===== src/rtl/ioctl_load_sequencer_if.sv =====
// Download-side bus of ioctl_load_sequencer: hps_io ioctl byte stream in, ROM write strobes out.
// master = ioctl source / ROM sink, slave = the sequencer.
interface ioctl_load_sequencer_if #(
    parameter int unsigned ROM_AW = 16
) ();
    logic              ioctl_download;
    logic [7:0]        ioctl_index;
    logic              ioctl_wr;
    logic [24:0]       ioctl_addr;
    logic [7:0]        ioctl_dout;
    logic [2:0]        rom_we;
    logic [ROM_AW-1:0] rom_addr;
    logic [7:0]        rom_data;

    modport master (
        output ioctl_download,
        output ioctl_index,
        output ioctl_wr,
        output ioctl_addr,
        output ioctl_dout,
        input  rom_we,
        input  rom_addr,
        input  rom_data
    );

    modport slave (
        input  ioctl_download,
        input  ioctl_index,
        input  ioctl_wr,
        input  ioctl_addr,
        input  ioctl_dout,
        output rom_we,
        output rom_addr,
        output rom_data
    );
endinterface


===== src/rtl/ioctl_load_sequencer.sv =====
// Splits the ioctl download stream into three ROM regions, mod-select and DIP registers, and owns core reset.
// Optional DL_CHECKSUM_EN adds rom_sum, a 16-bit wrapping sum of every byte written to ROM.
module ioctl_load_sequencer #(
    parameter int unsigned ROM_AW    = 16,
    parameter int unsigned R1_BASE   = 32'h2000,
    parameter int unsigned R2_BASE   = 32'hA000,
    parameter int unsigned DIP_BYTES = 8,
    parameter int unsigned HOLD_CYC  = 1024
) (
    input  logic                     clk_12,
    input  logic                     reset,
    input  logic                     ext_reset,
    ioctl_load_sequencer_if.slave    bus,
    output logic                     core_reset,
    output logic [3:0]               mod_onehot,
    output logic [8*DIP_BYTES-1:0]   dip_flat,
    output logic                     rom_overflow
`ifdef DL_CHECKSUM_EN
    ,
    output logic [15:0]              rom_sum
`endif
);

    localparam int unsigned CNT_W = $clog2(HOLD_CYC + 1);
    localparam logic [CNT_W-1:0]  HOLD_LOAD = CNT_W'(HOLD_CYC);
    localparam logic [ROM_AW-1:0] R1_B      = ROM_AW'(R1_BASE);
    localparam logic [ROM_AW-1:0] R2_B      = ROM_AW'(R2_BASE);

    typedef enum logic [1:0] {
        RUN      = 2'd0,
        LOAD_ROM = 2'd1,
        HOLD     = 2'd2
    } state_t;

    state_t           state_reg, state_next;
    logic [CNT_W-1:0] cnt_reg, cnt_next;
    logic             core_reset_reg;

    logic [2:0]        rom_we_reg;
    logic [ROM_AW-1:0] rom_addr_reg;
    logic [7:0]        rom_data_reg;
    logic              rom_overflow_reg;
    logic [3:0]        mod_onehot_reg;
    logic [7:0]        dip_reg [DIP_BYTES];

    // Write qualification: every strobe must fall inside an active download.
    logic              dl_wr;
    logic              rom_dl_req;
    logic              rom_sel;
    logic              mod_sel;
    logic              dip_sel;
    logic              addr_oob;
    logic              rom_hit;
    logic [ROM_AW-1:0] addr_lo;
    logic [2:0]        region_we;
    logic [ROM_AW-1:0] region_base;
    logic [3:0]        mod_decode;

    assign dl_wr      = bus.ioctl_wr & bus.ioctl_download;
    assign rom_dl_req = bus.ioctl_download && (bus.ioctl_index == 8'd0);
    assign rom_sel    = dl_wr && (bus.ioctl_index == 8'd0);
    assign mod_sel    = dl_wr && (bus.ioctl_index == 8'd1);
    assign dip_sel    = dl_wr && (bus.ioctl_index == 8'd254);
    assign addr_oob   = |bus.ioctl_addr[24:ROM_AW];
    assign rom_hit    = rom_sel && !addr_oob;
    assign addr_lo    = bus.ioctl_addr[ROM_AW-1:0];

    // Region boundaries belong to the higher region.
    always_comb begin
        region_we   = 3'b001;
        region_base = '0;
        if (addr_lo >= R2_B) begin
            region_we   = 3'b100;
            region_base = R2_B;
        end else if (addr_lo >= R1_B) begin
            region_we   = 3'b010;
            region_base = R1_B;
        end
    end

    always_comb begin
        mod_decode = 4'b0000;
        case (bus.ioctl_dout)
            8'd0:    mod_decode = 4'b0001;
            8'd1:    mod_decode = 4'b0010;
            8'd2:    mod_decode = 4'b0100;
            8'd3:    mod_decode = 4'b1000;
            default: mod_decode = 4'b0000;
        endcase
    end

    always_comb begin
        state_next = state_reg;
        cnt_next   = cnt_reg;
        case (state_reg)
            RUN: begin
                if (rom_dl_req) begin
                    state_next = LOAD_ROM;
                end else if (ext_reset) begin
                    state_next = HOLD;
                    cnt_next   = HOLD_LOAD;
                end
            end
            LOAD_ROM: begin
                if (!bus.ioctl_download) begin
                    state_next = HOLD;
                    cnt_next   = HOLD_LOAD;
                end
            end
            HOLD: begin
                if (rom_dl_req) begin
                    state_next = LOAD_ROM;
                end else if (ext_reset) begin
                    cnt_next   = HOLD_LOAD;
                end else if (cnt_reg == '0) begin
                    state_next = RUN;
                end else begin
                    cnt_next   = cnt_reg - CNT_W'(1);
                end
            end
            default: begin
                state_next = HOLD;
                cnt_next   = HOLD_LOAD;
            end
        endcase
    end

    always_ff @(posedge clk_12 or posedge reset) begin
        if (reset) begin
            state_reg      <= HOLD;
            cnt_reg        <= HOLD_LOAD;
            core_reset_reg <= 1'b1;
        end else begin
            state_reg      <= state_next;
            cnt_reg        <= cnt_next;
            core_reset_reg <= (state_next != RUN);
        end
    end

    // ROM address/data stay latched between strobes; only rom_we pulses.
    always_ff @(posedge clk_12 or posedge reset) begin
        if (reset) begin
            rom_we_reg       <= 3'b000;
            rom_addr_reg     <= '0;
            rom_data_reg     <= 8'd0;
            rom_overflow_reg <= 1'b0;
        end else begin
            rom_we_reg <= 3'b000;
            if (rom_sel) begin
                if (addr_oob) begin
                    rom_overflow_reg <= 1'b1;
                end else begin
                    rom_we_reg   <= region_we;
                    rom_addr_reg <= addr_lo - region_base;
                    rom_data_reg <= bus.ioctl_dout;
                end
            end
        end
    end

    always_ff @(posedge clk_12 or posedge reset) begin
        if (reset) begin
            mod_onehot_reg <= 4'b0001;
        end else if (mod_sel) begin
            mod_onehot_reg <= mod_decode;
        end
    end

    generate
        for (genvar gi = 0; gi < DIP_BYTES; gi++) begin : g_dip
            always_ff @(posedge clk_12 or posedge reset) begin
                if (reset) begin
                    dip_reg[gi] <= 8'd0;
                end else if (dip_sel && (bus.ioctl_addr == 25'(gi))) begin
                    dip_reg[gi] <= bus.ioctl_dout;
                end
            end
            assign dip_flat[8*gi +: 8] = dip_reg[gi];
        end
    endgenerate

`ifdef DL_CHECKSUM_EN
    logic [15:0] sum_reg;
    logic        load_entry;

    // A write in the entry cycle is the first byte of the new sum.
    assign load_entry = (state_reg != LOAD_ROM) && (state_next == LOAD_ROM);

    always_ff @(posedge clk_12 or posedge reset) begin
        if (reset) begin
            sum_reg <= 16'd0;
        end else begin
            sum_reg <= (load_entry ? 16'd0 : sum_reg) +
                       (rom_hit ? {8'd0, bus.ioctl_dout} : 16'd0);
        end
    end

    assign rom_sum = sum_reg;
`endif

    assign bus.rom_we    = rom_we_reg;
    assign bus.rom_addr  = rom_addr_reg;
    assign bus.rom_data  = rom_data_reg;
    assign core_reset    = core_reset_reg;
    assign mod_onehot    = mod_onehot_reg;
    assign rom_overflow  = rom_overflow_reg;

endmodule


===== src/flat_wrapper.sv =====
// flat-port wrapper written by rule: the top's interface ports become plain ports
module ioctl_load_sequencer_flat 
#(
    parameter int unsigned ROM_AW    = 16,
    parameter int unsigned R1_BASE   = 32'h2000,
    parameter int unsigned R2_BASE   = 32'hA000,
    parameter int unsigned DIP_BYTES = 8,
    parameter int unsigned HOLD_CYC  = 1024
)
  (clk_12, reset, ext_reset, core_reset, mod_onehot, dip_flat, rom_overflow, bus_ioctl_download, bus_ioctl_index, bus_ioctl_wr, bus_ioctl_addr, bus_ioctl_dout, bus_rom_we, bus_rom_addr, bus_rom_data);
  ioctl_load_sequencer_if #(.ROM_AW(ROM_AW)) bus_i ();
  input  logic clk_12;
  input  logic reset;
  input  logic ext_reset;
  output logic core_reset;
  output logic [3:0] mod_onehot;
  output logic [8*DIP_BYTES-1:0] dip_flat;
  output logic rom_overflow;
  input wire logic [$bits(bus_i.ioctl_download)-1:0] bus_ioctl_download;
  input wire logic [$bits(bus_i.ioctl_index)-1:0] bus_ioctl_index;
  input wire logic [$bits(bus_i.ioctl_wr)-1:0] bus_ioctl_wr;
  input wire logic [$bits(bus_i.ioctl_addr)-1:0] bus_ioctl_addr;
  input wire logic [$bits(bus_i.ioctl_dout)-1:0] bus_ioctl_dout;
  output wire logic [$bits(bus_i.rom_we)-1:0] bus_rom_we;
  output wire logic [$bits(bus_i.rom_addr)-1:0] bus_rom_addr;
  output wire logic [$bits(bus_i.rom_data)-1:0] bus_rom_data;
  assign bus_i.ioctl_download = bus_ioctl_download;
  assign bus_i.ioctl_index = bus_ioctl_index;
  assign bus_i.ioctl_wr = bus_ioctl_wr;
  assign bus_i.ioctl_addr = bus_ioctl_addr;
  assign bus_i.ioctl_dout = bus_ioctl_dout;
  assign bus_rom_we = bus_i.rom_we;
  assign bus_rom_addr = bus_i.rom_addr;
  assign bus_rom_data = bus_i.rom_data;
  ioctl_load_sequencer #(.ROM_AW(ROM_AW), .R1_BASE(R1_BASE), .R2_BASE(R2_BASE), .DIP_BYTES(DIP_BYTES), .HOLD_CYC(HOLD_CYC)) u_core (.clk_12(clk_12), .reset(reset), .ext_reset(ext_reset), .bus(bus_i), .core_reset(core_reset), .mod_onehot(mod_onehot), .dip_flat(dip_flat), .rom_overflow(rom_overflow));
endmodule

===== config.mk =====
export PLATFORM = sky130hd
export DESIGN_NAME = ioctl_load_sequencer_flat
export DESIGN_NICKNAME = d
export VERILOG_FILES = /design/src/rtl/ioctl_load_sequencer_if.sv /design/src/rtl/ioctl_load_sequencer.sv /design/src/flat_wrapper.sv
export SDC_FILE = /design/constraint.sdc
export NUM_CORES = 1
export LEC_CHECK = 0
export BUFFER_PORTS_ARGS = -buffer_cell sky130_fd_sc_hd__buf_2
export CELL_PAD_IN_SITES_DETAIL_PLACEMENT = 0
export CELL_PAD_IN_SITES_GLOBAL_PLACEMENT = 1
export CORE_AREA = 3 3 113 115
export DETAILED_ROUTE_END_ITERATION = 7
export DIE_AREA = 0 0 116 118
export HOLD_SLACK_MARGIN = 0.15
export PLACE_DENSITY_LB_ADDON = 0.1
export SLEW_MARGIN = 10
export SYNTH_ARGS = -nofsm -noshare
export SYNTH_HDL_FRONTEND = slang
export SYNTH_SLANG_ARGS = --single-unit

===== constraint.sdc =====
create_clock -name clk_12 -period 5.13 [get_ports clk_12]
set_clock_uncertainty 0.15 [all_clocks]
set_input_delay 1.2825 -clock clk_12 [delete_from_list [all_inputs] [get_ports clk_12]]
set_output_delay 1.2825 -clock clk_12 [all_outputs]
set_load 0.02 [all_outputs]

# Yosys cells after proc, flatten, opt, wreduce, memory -nomap -nowiden

Cells that the tools add are included.

Input bits: 46
Output and inout bits: 97
Bits in registers: 110

Add/subtract/negate cells: 2
Mux-type cells: 21
Eq/ne operators: 19
Bitwise logic cells: 2
Order comparisons: 2
Reductions and logical operators: 22

Operators by type and width:

| operator                                                             | number |
|---|---|
| == test 25 x 3 -> 1 bit (second input constant)                      | 4 |
| 2-to-1 mux 11 bit                                                    | 6 |
| == test 25 x 2 -> 1 bit (second input constant)                      | 2 |
| case mux 11 bit (3 select lines)                                     | 1 |
| == test 25 x 1 -> 1 bit (second input constant)                      | 1 |
| logical NOT 25 bit                                                   | 1 |
| == test 8 x 1 -> 1 bit (second input constant)                       | 2 |
| == test 8 x 2 -> 1 bit (second input constant)                       | 2 |
| greater-or-equal comparator 16 x 14 -> 1 bit (second input constant) | 1 |
| greater-or-equal comparator 16 bit (second input constant)           | 1 |
| logical NOT 8 bit                                                    | 2 |
| 2-to-1 mux 16 bit                                                    | 1 |
| case mux 4 bit (4 select lines)                                      | 1 |
| subtractor 16 bit                                                    | 1 |
| 2-to-1 mux 14 bit                                                    | 1 |
| 2-to-1 mux 2 bit                                                     | 7 |
| logical AND 1 bit                                                    | 12 |
| logical NOT 11 bit                                                   | 1 |
| subtractor 11 x 1 -> 11 bit (second input constant)                  | 1 |
| 2-to-1 mux 3 bit                                                     | 3 |
| OR reduction 9 bit                                                   | 1 |
| == test 8 bit (second input constant)                                | 1 |
| inequality test 2 bit (second input constant)                        | 4 |
| case mux 2 bit (3 select lines)                                      | 1 |
| 9 further kinds                                                      | 10 |

# Longest topological paths before layout

Gate-level depths: netlist (run 1).

Depth in word-level cells: 6
Mapped depth: 7
Gate-level depth less buffers: 6

# Least setup slack after synthesis (run 1)

No wires, ideal clock.

Path kind: input port to flip-flop
Start: input bus_ioctl_index[5]
End: register u_core.rom_addr_reg[0] (netlist: u_core.bus.rom_addr[0])
Arrival time: 2.907 ns
Slack: 1.948 ns
Buffers on the path: 2
Data required time: 4.855 ns
Stages: 5
Cell sequence: or4_1 clkbuf_1 nor4_4 buf_2 mux2_2

Word-level cells in the longest chain between the ends: 3

RTL lines:

| element                       | line                        | text |
|---|---|---|
| start, declared               | flat_wrapper.sv:20          | `input wire logic [$bits(bus_i.ioctl_index)-1:0] bus_ioctl_index;` |
| logical NOT 8 bit             | ioctl_load_sequencer.sv:61  | `assign rom_sel = dl_wr && (bus.ioctl_index == 8'd0);` |
| logical AND 1 bit             | ioctl_load_sequencer.sv:61  |  |
| AND reduction 2 bit (no line) | --                          |  |
| end signal, assigned          | ioctl_load_sequencer.sv:154 | `rom_addr_reg <= addr_lo - region_base;` |
| end, declared                 | ioctl_load_sequencer.sv:40  | `logic [ROM_AW-1:0] rom_addr_reg;` |

Every way passes these cells.
A chain may end at the register's enable or synchronous reset.

# Final worst setup path (run 1)

Start: input bus_ioctl_addr[13]
End: register u_core.dip_reg, in the netlist u_core.dip_flat[58]

Word-level cells in the longest chain between the ends: 2

RTL lines:

| element                       | line                        | text |
|---|---|---|
| start, declared               | flat_wrapper.sv:22          | `input wire logic [$bits(bus_i.ioctl_addr)-1:0] bus_ioctl_addr;` |
| == test 25 x 3 -> 1 bit       | ioctl_load_sequencer.sv:174 | `end else if (dip_sel && (bus.ioctl_addr == 25'(gi))) begin` |
| logical AND 1 bit             | ioctl_load_sequencer.sv:174 |  |
| end signal, assigned by index | ioctl_load_sequencer.sv:175 | `dip_reg[gi] <= bus.ioctl_dout;` |
| end, declared                 | ioctl_load_sequencer.sv:44  | `logic [7:0] dip_reg [DIP_BYTES];` |

Every way passes these cells.

==> results of run 1 <==
==> through the flow <==
stage               total power [mW]  instances  utilization, %
floorplan                      1.171        356               -
global placement               1.241        632           47.46
detailed placement             1.245        632           47.46
CTS                            1.901        648           49.73
global route                   1.983        648           49.73
finish                         1.875        648           49.73
==> final cells by class <==
| type | instances | area, um2 |
|---|---|---|
| fillers | 1119 | 5988 |
| well taps | 147 | 183.9 |
| clock buffers | 12 | 236.5 |
| inverters | 13 | 51.30 |
| multi-input cells | 217 | 1927 |
| clock inverters | 4 | 33.78 |
| repair buffers | 145 | 733.2 |
| flip-flops and latches | 110 | 2758 |
==> cells in the final DEF, fill, tap and decap left out, types with 5 or more instances in the layout <==
cell type and instances:
buf_2 142, nand3_1 11, or3_1 6, or4_1 8
inv_1 11, nor2_1 11, nor3_1 5, nand2_1 17
clkbuf_16 9, mux2_2 84, nor4_1 12, dfrtp_1 106
==> cells by family (layout without fill, tap and decap cells) <==
group	after synthesis	after routing	share of synthesized area, %
flops	110	110	57.38
compound gates	29	29	4.947
buf+inv	29	174	2.525
simple gates	95	95	13.30
xor+xnor	1	1	0.1823
mux	89	89	20.88
fa+ha+maj	3	3	0.7811
==> worst max path at each step <==
stage / cells past startpoint / endpoint / from / slack, ns
global placement: 5 / u_core.dip_flat[60]$_DFFE_PP0P_ / bus_ioctl_addr[13] / 1.54
detailed placement: 5 / u_core.dip_flat[57]$_DFFE_PP0P_ / bus_ioctl_addr[13] / 1.45
CTS: 5 / u_core.dip_flat[58]$_DFFE_PP0P_ / bus_ioctl_addr[13] / 1.83
global route: 5 / u_core.dip_flat[57]$_DFFE_PP0P_ / bus_ioctl_addr[13] / 1.75
floorplan: 1 / u_core.bus.rom_addr[0]$_DFFE_PP0P_ / reset / 0.80
finish: 5 / u_core.dip_flat[58]$_DFFE_PP0P_ / bus_ioctl_addr[13] / 1.85
==> per-layer routing <==
| layer | up-vias | GRT usage [%] | routed length (um) |
|---|---|---|---|
| li1 | 1590 | - | - |
| met1 | 1694 | 23.12 | 5172 |
| met2 | 93 | 28.31 | 5626 |
| met3 | 8 | 7.301 | 878 |
| met4 | 0 | 3.481 | 81 |
| met5 | - | 0 | 0 |
==> power breakdown <==
part	total [mW]	switching (mW)	internal [mW]
clock	0.647	0.313	0.334
sequential	0.968	0.0573	0.911
combinational	0.260	0.152	0.108
==> flow_summary.toml, run 1 <==
[run_status]
status = "completed"

[pwr]
peakVddDrop_uv = 274.3
powerDensity_mw_per_mm2 = 316.6
p_leak_nw = 3.257

[sta]
maxSlewViolCount = 0
timing.final.hold_violations = 0
setup_violations = 0
fin_crit_sh_pct = 64.03
final.setup.tns_ns = 0
setup_ws_ns = 1.845
relSlewSlack_pct = 34.49
max_freq_ghz = 0.3044
fin_crit_ns = 3.285
rsz0062_at_grt = "false"
fin_worst_hold_slack_ns = 0.3193
tightest_slew_ns = 0.9737

[layout]
largest_reg_flops = 64
final_layout_size_suffix_gt1_share_pct = 52.50
syn_to_final_growth_pct = 23.25
fin_area_mm2 = 0.005923
diodes = 0
final_nets = 545

[synth]
synth.yosys.seq_area_share_pct = 57.38
avgSynthCellArea_um2 = 13.50
ys_ff_latch = 110
synth_edf_count = 0
yosysMostFrequentCell = "dfrtp_1"
netlist_top_cells_count = "106 x dfrtp_1, 84 x mux2_2, 17 x nand2_1"
ys_types = 50
synth_nets = 405
synth.largest_area_cell = "dfrtp_1"
synth_top_flop_cell = "dfrtp_1"
synthCells = 356
synth_area_leaders = "dfrtp_1 55%, mux2_2 20%, dfstp_2 2.2%, nand4_4 1.8%, nor4_1 1.6%"
post-synth-top-area-fraction_pct = 55.19
synth_area_mm2 = 0.004806
ys_async_sr_fraction_pct = 100.0
yosysWarningCount = 0

[cts]
cts_tree = "done"
holdBufCountCts = 0
cts-resized-gates = 0
cts.reportedPaths.clkPinSlew_ns = 0.07
cts_sinks = 110
clk_path_buf_depth = 2
cts_setup_buffers = 0
cts_root_buffer = "clkbuf_16"
insertion_delay_ns = 0.34
cts_buffers = 9
htree_levels = 3

[hold_path]
worstHoldStart = "u_core.rom_overflow$_DFFE_PP0P_"
holdPathEnd = "u_core.rom_overflow$_DFFE_PP0P_"
min_path_type = "reg2reg"
worstHoldPathCells = 1

[setup_path]
cpPeakStageDelay_ns = 0.51
reg2reg_depth = 6
regToRegEndpoint = "u_core.cnt_reg[1]$_DFFE_PP0P_"
worst-path-buf-inv = 1
end_kind = "flop"
slowest_stage = "or3_1"
cpLargestDelayFamily = "simple AND/OR/NAND/NOR gates"
rr_startpoint = "u_core.cnt_reg[0]$_DFFE_PP0P_"
path_cells = "buf_2, or3_1, nor4_2, nand3_1, mux2_2"
crit_arrival_ns = 3.37
cp_max_fo = 8
startpoint_type = "primary input"
r2r_slack_ns = 2.42
crit_required_ns = 5.21
critPathKind = "in2reg"

[drt]
wl_per_cell_um = 18.15
num_vias = 3385
drc = 0
drt-pass1-iter-count = 4
vias_per_cell = 5.224
final_antenna_net_count = 0
drt_iter0_drc = 185
routed_wl_um = 11760

[global_routing]
track_usage_pct = 17.85
grt_pass1_vias = 3454
grt_max_degree = 43
grt_remaining_overflow = 0
grt_pass1_wl_um = 18800
antenna_found_initial = 0

[placed_design]
gp_congestion = 0.7908
hpwl_um = 8659
placed_cell_area_mm2 = 0.005653
portBuffers = 142
place_ws_ns = 1.449

[die]
die_w_um = 116
start_util_pct = 40.35
io_pins = 143
coreArea_mm2 = 0.01191
std_cell_rows = 40
die_area_mm2 = 0.01369
dieHeight_um = 118

[job]
cap_violations = 0
Note: power is estimated with default switching activity, not from simulation.
==> inputs of run 2 (changes only) <==
clock period = 3.06 ns   (was 5.13 ns; I/O delays follow)
==> run 2 against run 1 <==
Die area did not move; register-to-register slack got worse by 1.8 ns; via count rose by 1.3%; first-iteration DRC count fell by 35%; core utilization rose by 1.5 points; sequential share of layout area fell by 1.3 points; highest routed layer unchanged.
==> flow_summary.toml, run 2 (same netlist as run 1, synthesis figures left out) <==
[die]
start_util_pct = 40.35
coreArea_mm2 = 0.01191
die_area_mm2 = 0.01369
io_pins = 143
std_cell_rows = 40
dieHeight_um = 118
die_w_um = 116

[drt]
num_vias = 3429
wl_per_cell_um = 17.98
drc = 0
routed_wl_um = 11820
drt_iter0_drc = 120
vias_per_cell = 5.219
final_antenna_net_count = 0
drt-pass1-iter-count = 4

[pwr]
power.internal_mw = 2.479
switchingPower_uw = 872.6
powerDensity_mw_per_mm2 = 549.6
power_frac_seq_pct = 48.4
p_sw_share_pct = 26.04
peakVddDrop_uv = 256.6
p_clk_share_pct = 38.5
p_leak_nw = 3.346
comb_power_share_pct = 13.1

[global_routing]
grt_max_degree = 73
grt_pass1_vias = 3499
grt_pass1_wl_um = 18840
grt_util_met1_pct = 23.08
busiest_layer = "met2"
grt_remaining_overflow = 0
met3_usage_pct = 5.141
grt_util_met2_pct = 28.45
track_usage_pct = 17.72
antenna_found_initial = 0

[setup_path]
cp_max_fo = 8
cpPeakStageDelay_ns = 0.69
critPathMostFrequentCell = "or4_1"
slowest_stage = "or4_1"
regToRegEndpoint = "u_core.cnt_reg[1]$_DFFE_PP0P_"
reg2reg_depth = 6
critPathKind = "in2reg"
r2r_slack_ns = 0.66
path_cells = "buf_2, or4_1, or4_1, o41ai_1"
startpoint_type = "primary input"
rr_startpoint = "u_core.cnt_reg[1]$_DFFE_PP0P_"
crit_arrival_ns = 2.59
crit_required_ns = 3.16
end_kind = "flop"

[cts]
cts_buffers = 9
cts_sinks = 110
cts_setup_buffers = 0
insertion_delay_ns = 0.35
cts_root_buffer = "clkbuf_16"
clk_path_buf_depth = 2
cts_tree = "done"
cts.reportedPaths.clkPinSlew_ns = 0.07
htree_levels = 3
holdBufCountCts = 0
cts-resized-gates = 0

[layout]
final_nets = 555
final_common_cell = "buf_2"
final_cell_mix = "142 x buf_2, 106 x dfrtp_1, 84 x mux2_2"
fin_area_mm2 = 0.006098
syn_to_final_growth_pct = 26.89
largest_reg_flops = 64
diodes = 0
final_layout_size_suffix_gt1_share_pct = 53.92

[sta]
fin_crit_sh_pct = 81.59
tightest_slew_ns = 0.5585
setup_violations = 0
timing.final.hold_violations = 0
maxSlewViolCount = 0
rsz0062_at_grt = "false"
relSlewSlack_pct = 62.76
fin_crit_ns = 2.497
max_freq_ghz = 0.4005
final.setup.tns_ns = 0

[job]
cap_violations = 0

[hold_path]
holdPathEnd = "u_core.rom_overflow$_DFFE_PP0P_"
worstHoldStart = "u_core.rom_overflow$_DFFE_PP0P_"
worstHoldPathCells = 1
min_path_type = "reg2reg"

[placed_design]
placed_cell_area_mm2 = 0.005767
gp_congestion = 0.8169
portBuffers = 142
hpwl_um = 8617

[run_status]
status = "completed"
run 2: cell count changes in the layout (fill, tap and decap cells not counted), sizes merged:
cell / before / now
inv: 13 / 12
clkinvlp: 1 / 2
clkbuf: 12 / 11
buf: 145 / 155
bufinv: 0 / 2
clkinv: 3 / 1
run 2: how the worst max path moves through the flow:
stage / start / endpoint / slack [ns] / depth (start not counted)
global route: bus_ioctl_index[4] / u_core.cnt_reg[7]$_DFFE_PP0P_ / 0.51 / 6
finish: bus_ioctl_index[5] / u_core.mod_onehot[0]$_DFFE_PP1P_ / 0.56 / 4
global placement: bus_ioctl_index[5] / u_core.mod_onehot[0]$_DFFE_PP1P_ / 0.25 / 4
CTS: bus_ioctl_index[5] / u_core.mod_onehot[0]$_DFFE_PP1P_ / 0.57 / 4
detailed placement: bus_ioctl_index[5] / u_core.mod_onehot[0]$_DFFE_PP1P_ / 0.19 / 4
floorplan: bus_ioctl_index[5] / u_core.bus.rom_addr[0]$_DFFE_PP0P_ / 0.40 / 5
run 2: routing by layer:
metal	share of wire, %	up-vias
met4	1.2	0
met3	7.1	10
met2	49	87
met1	43	1722
li1	-	1610
met5	0	-
run 2: worst max-delay path: cells and delay by family:
kind | cells | cell delay (ns)
AOI/OAI and AO/OA | 1 | 0.38
and+or+nand+nor | 2 | 1.34
buffers and inverters | 1 | 0.10
run 2: power groups by stage:
stage | Sequential [mW] | Combinational, mW | Clock, mW
detailed placement | 1.65 | 0.447 | 0
global placement | 1.65 | 0.442 | 0
floorplan | 1.62 | 0.338 | 0
finish | 1.62 | 0.439 | 1.29
global route | 1.64 | 0.497 | 1.38
CTS | 1.62 | 0.448 | 1.33
run 2: cell type report:
cell class / count / area [um2]
timing repair buffer: 155 / 845.8
inverter: 13 / 52.55
multi-input combinational: 217 / 1927
sequential: 110 / 2758
fill: 1100 / 5813
clock buffer: 11 / 252.7
tap: 147 / 183.9
clock inverter: 4 / 78.83
run 2: stage by stage:
step                total power [mW]  std cells  worst slack, ns  hold WS (ns)  util, %
floorplan                      1.963        356           0.3958        0.3485        -
global placement               2.087        642           0.2539        0.3086    48.41
detailed placement             2.093        642           0.1878        0.3101    48.41
CTS                            3.394        657           0.5745        0.3250    51.20
global route                   3.511        657           0.5135        0.3404    51.20
finish                         3.352        657           0.5633        0.3283    51.20
